<file path="config.mk">
export PLATFORM = sky130hd
export DESIGN_NAME = puf_crp_sequencer
export DESIGN_NICKNAME = d
export VERILOG_FILES = /design/src/rtl/puf_crp_sequencer.sv
export SDC_FILE = /design/constraint.sdc
export NUM_CORES = 1
export LEC_CHECK = 0
export ABC_AREA = 1
export CORE_UTILIZATION = 53
export CTS_CLUSTER_DIAMETER = 60
export DETAILED_ROUTE_END_ITERATION = 7
export GPL_TIMING_DRIVEN = 0
export PLACE_DENSITY = 0.79
export SLEW_MARGIN = 20
export SYNTH_ARGS = -nofsm -noshare
export SYNTH_HDL_FRONTEND = slang
export SYNTH_SLANG_ARGS = --single-unit
export TNS_END_PERCENT = 10
</file>
<file path="constraint.sdc">
create_clock -name clk -period 1.65 [get_ports clk]
set_input_delay 0.2475 -clock clk [delete_from_list [all_inputs] [get_ports clk]]
set_output_delay 0.2475 -clock clk [all_outputs]
set_load 0.01 [all_outputs]
</file>
<file path="src/rtl/puf_crp_sequencer.sv">
// rtl/puf_crp_sequencer.sv - arbiter PUF challenge/response collection engine (optional LFSR challenge mode: PUF_CRP_LFSR_EN)
module puf_crp_sequencer #(
   parameter int EVALS  = 5,   // evaluations per challenge, odd, 1..15
   parameter int SETTLE = 4    // cycles per pulse phase, minimum 3
) (
   input  logic       clk,
   input  logic       rst_n,
   input  logic       start,
   input  logic [7:0] seed,
   input  logic [7:0] n_words,
   output logic [7:0] challenge,
   output logic       pulse,
   input  logic       response,
   output logic       word_valid,
   input  logic       word_ready,
   output logic [7:0] word,
   output logic [7:0] mask,
   output logic       busy,
   output logic       done
);
   typedef enum logic [2:0] {
      S_IDLE, S_SETUP, S_FIRE, S_SAMPLE, S_VOTE, S_OUT, S_FINISH
   } state_t;

   localparam logic [7:0] PH_LAST = 8'(SETTLE - 1);
   localparam logic [3:0] EV_ALL  = 4'(EVALS);
   localparam logic [3:0] EV_HALF = 4'(EVALS / 2);

   state_t     state_q, state_d;
   logic [7:0] chal_q, chal_d;
   logic [7:0] phase_q, phase_d;
   logic [7:0] words_q, words_d;
   logic [7:0] word_q, word_d;
   logic [7:0] mask_q, mask_d;
   logic [3:0] votes_q, votes_d;
   logic [3:0] evals_q, evals_d;
   logic [2:0] bit_q, bit_d;
   logic       valid_q, valid_d;
   logic       busy_q, busy_d;
   logic       pulse_q, done_q;
   logic       sync1_q, sync2_q;
   logic [7:0] seed_eff, chal_next;
   logic       vote_bit, vote_unstable;

`ifdef PUF_CRP_LFSR_EN
   // An all-zero LFSR state would lock up, so a zero seed is forced to 01h.
   assign seed_eff  = (seed == 8'h00) ? 8'h01 : seed;
   assign chal_next = {chal_q[6:0], chal_q[7] ^ chal_q[5] ^ chal_q[4] ^ chal_q[3]};
`else
   assign seed_eff  = seed;
   assign chal_next = chal_q + 8'd1;
`endif

   assign vote_bit      = votes_q > EV_HALF;
   assign vote_unstable = (votes_q != 4'd0) && (votes_q != EV_ALL);

   // Bring the asynchronous arbiter output into the clk domain.
   always_ff @(posedge clk or negedge rst_n) begin
      if (!rst_n) begin
         sync1_q <= 1'b0;
         sync2_q <= 1'b0;
      end else begin
         sync1_q <= response;
         sync2_q <= sync1_q;
      end
   end

   // State and datapath registers; pulse and done are registered from the next state.
   always_ff @(posedge clk or negedge rst_n) begin
      if (!rst_n) begin
         state_q <= S_IDLE;
         chal_q  <= 8'h00;
         phase_q <= 8'h00;
         words_q <= 8'h00;
         word_q  <= 8'h00;
         mask_q  <= 8'h00;
         votes_q <= 4'd0;
         evals_q <= 4'd0;
         bit_q   <= 3'd0;
         valid_q <= 1'b0;
         busy_q  <= 1'b0;
         pulse_q <= 1'b0;
         done_q  <= 1'b0;
      end else begin
         state_q <= state_d;
         chal_q  <= chal_d;
         phase_q <= phase_d;
         words_q <= words_d;
         word_q  <= word_d;
         mask_q  <= mask_d;
         votes_q <= votes_d;
         evals_q <= evals_d;
         bit_q   <= bit_d;
         valid_q <= valid_d;
         busy_q  <= busy_d;
         pulse_q <= (state_d == S_FIRE);
         done_q  <= (state_d == S_FINISH);
      end
   end

   // Sequencing: settle/fire phases, vote accumulation, word packing and handoff.
   always_comb begin
      state_d = state_q;
      chal_d  = chal_q;
      phase_d = 8'h00;
      words_d = words_q;
      word_d  = word_q;
      mask_d  = mask_q;
      votes_d = votes_q;
      evals_d = evals_q;
      bit_d   = bit_q;
      valid_d = 1'b0;
      busy_d  = busy_q;
      case (state_q)
         S_IDLE: begin
            if (start) begin
               chal_d  = seed_eff;
               words_d = n_words;
               votes_d = 4'd0;
               evals_d = 4'd0;
               bit_d   = 3'd0;
               word_d  = 8'h00;
               mask_d  = 8'h00;
               busy_d  = 1'b1;
               state_d = (n_words == 8'h00) ? S_FINISH : S_SETUP;
            end
         end
         S_SETUP: begin
            if (phase_q == PH_LAST) state_d = S_FIRE;
            else                    phase_d = phase_q + 8'd1;
         end
         S_FIRE: begin
            if (phase_q == PH_LAST) state_d = S_SAMPLE;
            else                    phase_d = phase_q + 8'd1;
         end
         S_SAMPLE: begin
            votes_d = votes_q + {3'b000, sync2_q};
            evals_d = evals_q + 4'd1;
            state_d = ((evals_q + 4'd1) < EV_ALL) ? S_SETUP : S_VOTE;
         end
         S_VOTE: begin
            word_d  = {word_q[6:0], vote_bit};
            mask_d  = {mask_q[6:0], vote_unstable};
            votes_d = 4'd0;
            evals_d = 4'd0;
            chal_d  = chal_next;
            bit_d   = bit_q + 3'd1;
            state_d = (bit_q == 3'd7) ? S_OUT : S_SETUP;
         end
         S_OUT: begin
            // word_valid appears one cycle after entering OUT and drops with the handshake.
            valid_d = !(valid_q && word_ready);
            if (valid_q && word_ready) begin
               words_d = words_q - 8'd1;
               state_d = (words_q == 8'd1) ? S_FINISH : S_SETUP;
            end
         end
         S_FINISH: begin
            busy_d  = 1'b0;
            state_d = S_IDLE;
         end
         default: state_d = S_IDLE;
      endcase
   end

   assign challenge  = chal_q;
   assign pulse      = pulse_q;
   assign word_valid = valid_q;
   assign word       = word_q;
   assign mask       = mask_q;
   assign busy       = busy_q;
   assign done       = done_q;
endmodule

</file>
Word level (Yosys, flattened, before mapping) --
Index checks and enable logic that the tools add are counted. W data, S select, Z words.
Storage, ports and cells: bits in registers 60, input port bits 21, output and inout port bits 28, logic and storage cells 79
Cells by class: add/subtract/negate cells 6, $lt $le $gt $ge 2, equality and inequality tests 14, mux-type cells 27, reduce and logical (&&, ||, !) cells 15
Operators by type and width (number):
- $pmux W8 S2 | 4
- $mux W8 | 6
- $mux W3 | 9
- $pmux W4 S3 | 2
- $pmux W3 S6 | 1
- $add A8 B1 Y8 const B | 2
- $eq A3 B3 Y1 const B | 5
- $eq A3 B2 Y1 const B | 3
- $eq A8 B1 Y1 const B | 1
- $eq A8 B2 Y1 const B | 1
- $logic_not A8 Y1 | 1
- $sub A8 B1 Y8 const B | 1
- $pmux W3 S2 | 1
- $reduce_and A2 Y1 | 3
- $reduce_bool A2 Y1 | 3
- $add A4 B1 Y4 | 1
- $add A4 B1 Y4 const B | 1
- $gt A4 B2 Y1 const B | 1
- $lt A4 B3 Y1 const B | 1
- $mux W4 | 1
- $ne A2 B2 Y1 const B | 2
- $ne A4 B3 Y1 const B | 1
- $reduce_bool A4 Y1 | 1
- $add A3 B1 Y3 const B | 1
- other kinds (9) | 11

Logic depth before layout (Yosys ltp) --
Gate-level depths: netlist of the first run.
word-level depth 5, mapped depth 10, gate-level depth less buffers 10

Worst setup path before layout of the first run --
OpenSTA, ideal clock, no wires.
kind flip-flop to flip-flop, start reg state_q[0], end reg chal_q[4] (netlist: challenge[4]), setup time 123 ps, data arrival time 1253 ps, slack 274 ps, cell stages (with the launch flop) 8, path buffers 1, clock period less this slack 1376 ps, cells stage by stage dfrtp_1 > nor2_2 > nand2_2 > inv_2 > buf_4 > o21ai_0 > a21oi_1 > nor2_1
On the way: word-level cells in the longest chain between the ends 3
RTL lines:
- from (decl) | RTL line 29 | state_t state_q, state_d;
- from (signal assigned) | RTL line 85 | state_q <= state_d;
- $eq A3 B3 Y1 / $logic_not A3 Y1 (equally long branches) | RTL line 114 | case (state_q)
- $reduce_bool A2 Y1 (no line) / $ne A2 B2 Y1 (equally long branches)
- $reduce_and A2 Y1 (no line)
- to (signal assigned) | RTL line 86 | chal_q <= chal_d;
- to (decl) | RTL line 30 | logic [7:0] chal_q, chal_d;
Several ways; a longest one is shown, not always the timed one. A chain may end at the register's enable or synchronous reset.

Worst setup path in the final report of the first run --
start reg chal_q[6] (netlist: challenge[6]), end out challenge[6]
RTL lines:
- to (decl) | RTL line 11 | output logic [7:0] challenge,
No word-level cell between the ends.

==> results of run 1 <==
[flip-flops by register name (all words and copies together), names as in the netlist]
register    cells
sync2_q         1
bit_q           3
mask            8
sync1_q         1
challenge       8
state_q         3
phase_q         8
words_q         8
busy            1
pulse           1
evals_q         4
done            1
word_valid      1
votes_q         4
word            8
[worst paths after layout]
check,startpoint,to,slack (ns),depth (start not counted)
min,response,sync1_q,0.34,1
max in group asynchronous,rst_n,state_q[0],0.79,3
max reg2reg,state_q[1],words_q[6],0.12,7
max,challenge[6],challenge[6],0.06,1
min in group asynchronous,rst_n,words_q[4],0.35,2
min reg2reg,sync1_q,sync2_q,0.35,0
[metrics by stage]
step           area [um^2]  util, %  cells  setup TNS [ns]
2_1_floorplan         2970        -    348               0
3_3_place_gp          3540     67.2    466          -95.37
3_5_place_dp          3560     67.5    467               0
4_1_cts               3780     71.8    484               0
5_1_grt               3790     71.9    484               0
6_report              3790     71.9    484               0
[what timing repair did]
item	CTS	global route
setup endpoints to repair	0	3
gates resized for setup	0	3
hold endpoints to repair	27	0
hold buffers	1	0
[per-layer routing]
metal	track usage, %	wire [um]	part of all wire [%]
met1	30.5	2870	46
met2	38.6	3020	48
met3	4.76	292	4.6
met4	10.8	117	1.9
met5	0	0	0
[power by group through the flow]
stage | sequential [uW] | clock, uW | combinational [uW]
floorplan | 2070 | 0 | 1090
global placement | 2060 | 0 | 1610
detailed placement | 2070 | 0 | 1680
CTS | 2050 | 1460 | 1700
global route | 2110 | 1520 | 1920
finish | 2060 | 1440 | 1700
[layout by cell type (no fill, tap or decap), drive strengths merged]
cell type,Yosys,routed
nand2,61,61
dfrtp,60,60
inv,55,55
nor2,50,50
clkdlybuf4s50,0,47
o21ai,27,27
nand3,20,20
o22ai,19,19
a21oi,9,9
ha,9,9
clkbuf,0,9
buf,7,9
xor2,6,6
nand4,4,4
o211ai,4,4
nor3,4,4
clkinv,0,4
xnor2,3,3
a22o,3,3
a31oi,2,2
bufinv,0,2
o21a,1,1
nor3b,1,1
a211oi,1,1
o221ai,1,1
a2bb2oi,1,1
clkinvlp,0,1
dlygate4sd3,0,1
[final cells by class]
type / count / share of cell area [%]
sequential: 60 / 39.6
multi-input combinational: 226 / 32.0
timing repair buffer: 50 / 13.4
inverter: 55 / 5.58
clock buffer: 9 / 3.27
clock inverter: 7 / 2.41
tap: 70 / 2.31
buffer: 7 / 1.35
[cells by family (layout without fill, tap and decap cells)]
group                      Yosys count  count (layout)  synth area share (%)
AOI/OAI and AO/OA                   68              68                  13.5
adders and majority gates            9               9                  3.79
buffers and inverters               62             128                  8.75
and+or+nand+nor                    140             140                  20.9
DFF                                 60              60                  50.5
xor gates and xnor gates             9               9                  2.65
==> reports/metrics.yaml, run 1 <==
synth_top_area_share_pct: 50.5
ir_worst_vdd_mv: 0.909
path_max_fanout: 5
pin_count: 49
wire_per_inst_um: 13.0
startpoint_type: "register"
vias_per_cell: 5.20
cts_buffers: 9
area.sequential_um2: 1500
power.density_nw_per_um2: 1370
fin_nets: 439
cts_tree: "yes"
layout-drive-gt1-share_pct: 9.90
initial_core_util_pct: 56.4
grt_max_degree: 34
synth_cell_types: 34
yosysTopAreaCell: "dfrtp_1"
clock_sinks: 60
grt_use_total_pct: 23.7
synth_seq_area_share_pct: 50.5
syn_nets: 378
num_rows: 26
totalWireLength_um: 6300
crit_family: "buffers and inverters"
die_h_um: 76.9
ctsRootBufferMaster: "clkbuf_8"
cts_setup_buffers: 0
core_area_um2: 5270
ys_ff_latch: 60
rsz0062_at_grt: "no"
arrival_ns: 1.34
setup_violations: 0
syn2layout_area_growth_pct: 27.5
nFillCells: 425
max_stage_delay_ns: 0.57
timing.hold.ws_ns: 0.340
seqPwrFrac_pct: 39.6
antenna_left: 0
die_area_um2: 5920
cp-end-kind: "primary output"
ys_warn_count: 0
synth_edf_count: 0
switching_share_pct: 35.9
cts_max_path_buffers: 2
gp_congestion: 0.811
leakagePower_uw: 0.00178
drt_iter0_drc: 206
synthFlopType: "dfrtp_1"
drc_errors: 0
port_buffers: 48
path_buf_inv: 1
die_x_um: 76.9
worst_slack_ns: 0.0598
synth_cells: 348
syn_area_um2: 2970
antennaDiodeCount: 0
tightest_slew_ns: 0.413
clock_latency_ns: 0.35
drv_slew: 0
p_total_uw: 5200
avgSynthCellArea_um2: 8.55
cp.required_ns: 1.40
grt_pass1_vias: 2348
grt_pass1_wl_um: 10800
netlist_top_cells_area: "dfrtp_1, nand2_1, inv_1, nor2_1, o22ai_1"
clock_power_share_pct: 27.8
hold_path.class: "in2reg"
pre_cts_ws_ns: 0.0235
period_share_pct: 96.4
hpwlAfterDp_um: 4580
grt.overflow.total: 0
clkTransAtPathRegs_ns: 0.07
routed-via-count: 2516
cap_violations: 0
skew_ns: 0.00796
cp_slowest_cell: "clkdlybuf4s50_1"
dr.pass1.iters: 5
intPower_uw: 3330
min_period_ns: 1.59
hold_viol_final: 0
synth_common_cells: "dfrtp_1, nand2_1, inv_1, nor2_1, o21ai_0"
async_flop_share_pct: 100
outcome: "finished, final reports clean"
slew_headroom_pct: 72.5
cp_cell_sequence: "clkdlybuf4s50_1"
fmax_mhz: 629
antenna_found_initial: 0
share_comb_of_total_power_pct: 32.6
h-tree-depth: 3
multi_input_area_um2: 1210
p_switching_uw: 1870
worstSetupPathType: "reg2out"
yosys.cell_count.top_type: "dfrtp_1"
(Power assumes the default switching activity.)
==> run 2, diff against run 1 <==
Settings changed: HOLD_SLACK_MARGIN set to 0.05.
==> results of run 2 <==
The final DEF is identical to that of run 1; final timing and power are the same.
==> run 3, diff against run 2 <==
Settings changed: CAP_MARGIN set to 30, CORE_MARGIN set to 5, TNS_END_PERCENT 10 to 50.
==> run 3 against run 2 <==
  * Cell count rose by 0.41%
  * Total power up 0.85%
  * Via count grew 1.2%
  * Fmax grew 1.6%
  * Clock power is 3% higher
  * Register-to-register slack about the same
  * Largest power group unchanged
  * Highest routed layer unchanged
  * Sequential power hardly changed
  * Non-clock buffer count unchanged
  * Sequential share of layout area down 0.085 points
  * Worst setup slack improved by 0.025 ns
  * First-iteration DRC count down 13%
  * Worst hold slack better by 0.0089 ns
==> reports/metrics.yaml, run 3 (same netlist as run 1, synthesis figures left out) <==
post-route-util_pct: 69.5  # was 71.9%
drc_errors: 0  # unchanged
cp_slowest_cell: "clkdlybuf4s50_1"  # unchanged
area.sequential_um2: 1500  # about the same
power.density_nw_per_um2: 1380  # was 1370 nW/um^2
tns_ns: 0  # unchanged
gp_congestion: 0.807  # was 0.811
path_max_fanout: 5  # unchanged
worstSetupPathType: "reg2out"  # unchanged
intPower_uw: 3380  # was 3330 uW
ir_worst_vdd_mv: 0.779  # was 0.909 mV
core_area_um2: 5470  # was 5270 um^2
switching_share_pct: 35.5  # was 35.9%
clock_power_share_pct: 28.3  # was 27.8%
slew_headroom_pct: 70.0  # was 72.5%
routed-via-count: 2547  # was 2516
tightest_slew_ns: 0.450  # was 0.413 ns
die_x_um: 84.9  # was 76.9 um
clkTransAtPathRegs_ns: 0.07  # about the same
nFillCells: 458  # was 425
grt.overflow.total: 0  # unchanged
multi_input_area_um2: 1210  # about the same
setup_violations: 0  # unchanged
crit_family: "buffers and inverters"  # unchanged
hpwlAfterDp_um: 4780  # was 4580 um
cp-end-kind: "primary output"  # unchanged
fin_area_um2: 3800  # was 3790 um^2
min_period_ns: 1.56  # was 1.59 ns
die_h_um: 84.9  # was 76.9 um
ctsRootBufferMaster: "clkbuf_8"  # unchanged
num_rows: 27  # was 26
path_buf_inv: 1  # unchanged
cts_buffers: 9  # unchanged
clock_sinks: 60  # unchanged
hold_viol_final: 0  # unchanged
cts_setup_buffers: 0  # unchanged
port_buffers: 48  # unchanged
period_share_pct: 94.8  # was 96.4%
vias_per_cell: 5.24  # was 5.20
cts_tree: "yes"  # unchanged
leakagePower_uw: 0.00177  # was 0.00178 uW
placed_area_um2: 3560  # about the same
totalWireLength_um: 6590  # was 6300 um
cp.required_ns: 1.40  # about the same
rsz0062_at_grt: "yes"  # was no
h-tree-depth: 3  # unchanged
p_switching_uw: 1860  # was 1870 uW
syn2layout_area_growth_pct: 27.9  # was 27.5%
antenna_left: 0  # unchanged
fmax_mhz: 639  # was 629 MHz
wire_per_inst_um: 13.6  # was 13.0 um
initial_core_util_pct: 54.3  # was 56.4%
fin_nets: 439  # unchanged
layout-drive-gt1-share_pct: 9.90  # unchanged
cap_violations: 0  # unchanged
pin_count: 49  # unchanged
dr.pass1.iters: 5  # unchanged
hold_path.class: "in2async"  # was in2reg
p_total_uw: 5240  # was 5200 uW
antenna_found_initial: 0  # unchanged
arrival_ns: 1.32  # was 1.34 ns
seqPwrFrac_pct: 39.4  # was 39.6%
max_stage_delay_ns: 0.56  # was 0.57 ns
grt_pass1_wl_um: 11500  # was 10800 um
grt_max_degree: 39  # was 34
layout_commonest_cell: "nand2_1"  # was dfrtp_1
grt_pass1_vias: 2542  # was 2348
clock_latency_ns: 0.34  # was 0.35 ns
startpoint_type: "register"  # unchanged
mostFrequentLayoutCells: "nand2_1, dfrtp_1, inv_1"  # was dfrtp_1, nand2_1, inv_1
die_area_um2: 7210  # was 5920 um^2
grt_use_total_pct: 19.8  # was 23.7%
outcome: "finished, final reports clean"  # unchanged
cts_max_path_buffers: 2  # unchanged
skew_ns: 0.00702  # was 0.00796 ns
drv_slew: 0  # unchanged
timing.hold.ws_ns: 0.348  # was 0.340 ns
cp_cell_sequence: "clkdlybuf4s50_1"  # unchanged
drt_iter0_drc: 180  # was 206
share_comb_of_total_power_pct: 32.3  # was 32.6%
antennaDiodeCount: 0  # unchanged
run 3: changes by cell type in the layout (fill, tap and decap cells not counted), sizes merged:
cell | before | now
clkinv | 4 | 1
clkbuf | 9 | 10
clkinvlp | 1 | 3
run 3: layout make-up:
type                       count  area share, %
inverter                      55           5.56
tap                           72           2.37
multi-input combinational    226           31.9
clock buffer                  10           3.62
sequential                    60           39.6
timing repair buffer          50           13.4
buffer                         7           1.35
clock inverter                 6           2.30
run 3: final timing paths:
| check | from | endpoint | slack (ns) | cells past startpoint |
|---|---|---|---|---|
| worst max-delay path | challenge[2] | challenge[2] | 0.09 | 1 |
| worst min-delay path | rst_n | phase_q[5] | 0.35 | 2 |
| worst max register to register | state_q[1] | pulse | 0.13 | 7 |
| worst min register to register | sync1_q | sync2_q | 0.35 | 0 |
| max in group asynchronous | rst_n | challenge[3] | 0.79 | 3 |
| min in group clk | response | sync1_q | 0.35 | 1 |
run 3: per-layer routing:
metal	GRT usage (%)	share of wire, %	up-vias	wire length, um
met1	25.0	45	1212	2980
met3	4.37	4.2	14	280
met4	11.7	2.5	0	168
li1	-	-	1261	-
met2	31.2	48	60	3170
met5	0	0	-	0
run 3: power by group through the flow:
stage | combinational, uW | sequential [uW] | clock [uW]
global route | 1920 | 2120 | 1590
CTS | 1700 | 2050 | 1510
detailed placement | 1680 | 2080 | 0
global placement | 1620 | 2060 | 0
finish | 1690 | 2060 | 1480
floorplan | 1090 | 2070 | 0
run 3: what timing repair did:
item | in CTS | in global routing
resized for setup | 0 | 3
endpoints found under the setup margin | 0 | 7
hold buffers | 1 | 0
endpoints found under the hold margin | 22 | 0
run 3: stage by stage:
| step | setup WS [ns] | cells |
|---|---|---|
| after floorplan | 0.274 | 348 |
| after global placement | -1.59 | 468 |
| final | 0.0851 | 486 |
| after CTS | 0.0450 | 486 |
| after global routing | -0.00291 | 486 |
| after detailed placement | 0.0443 | 469 |
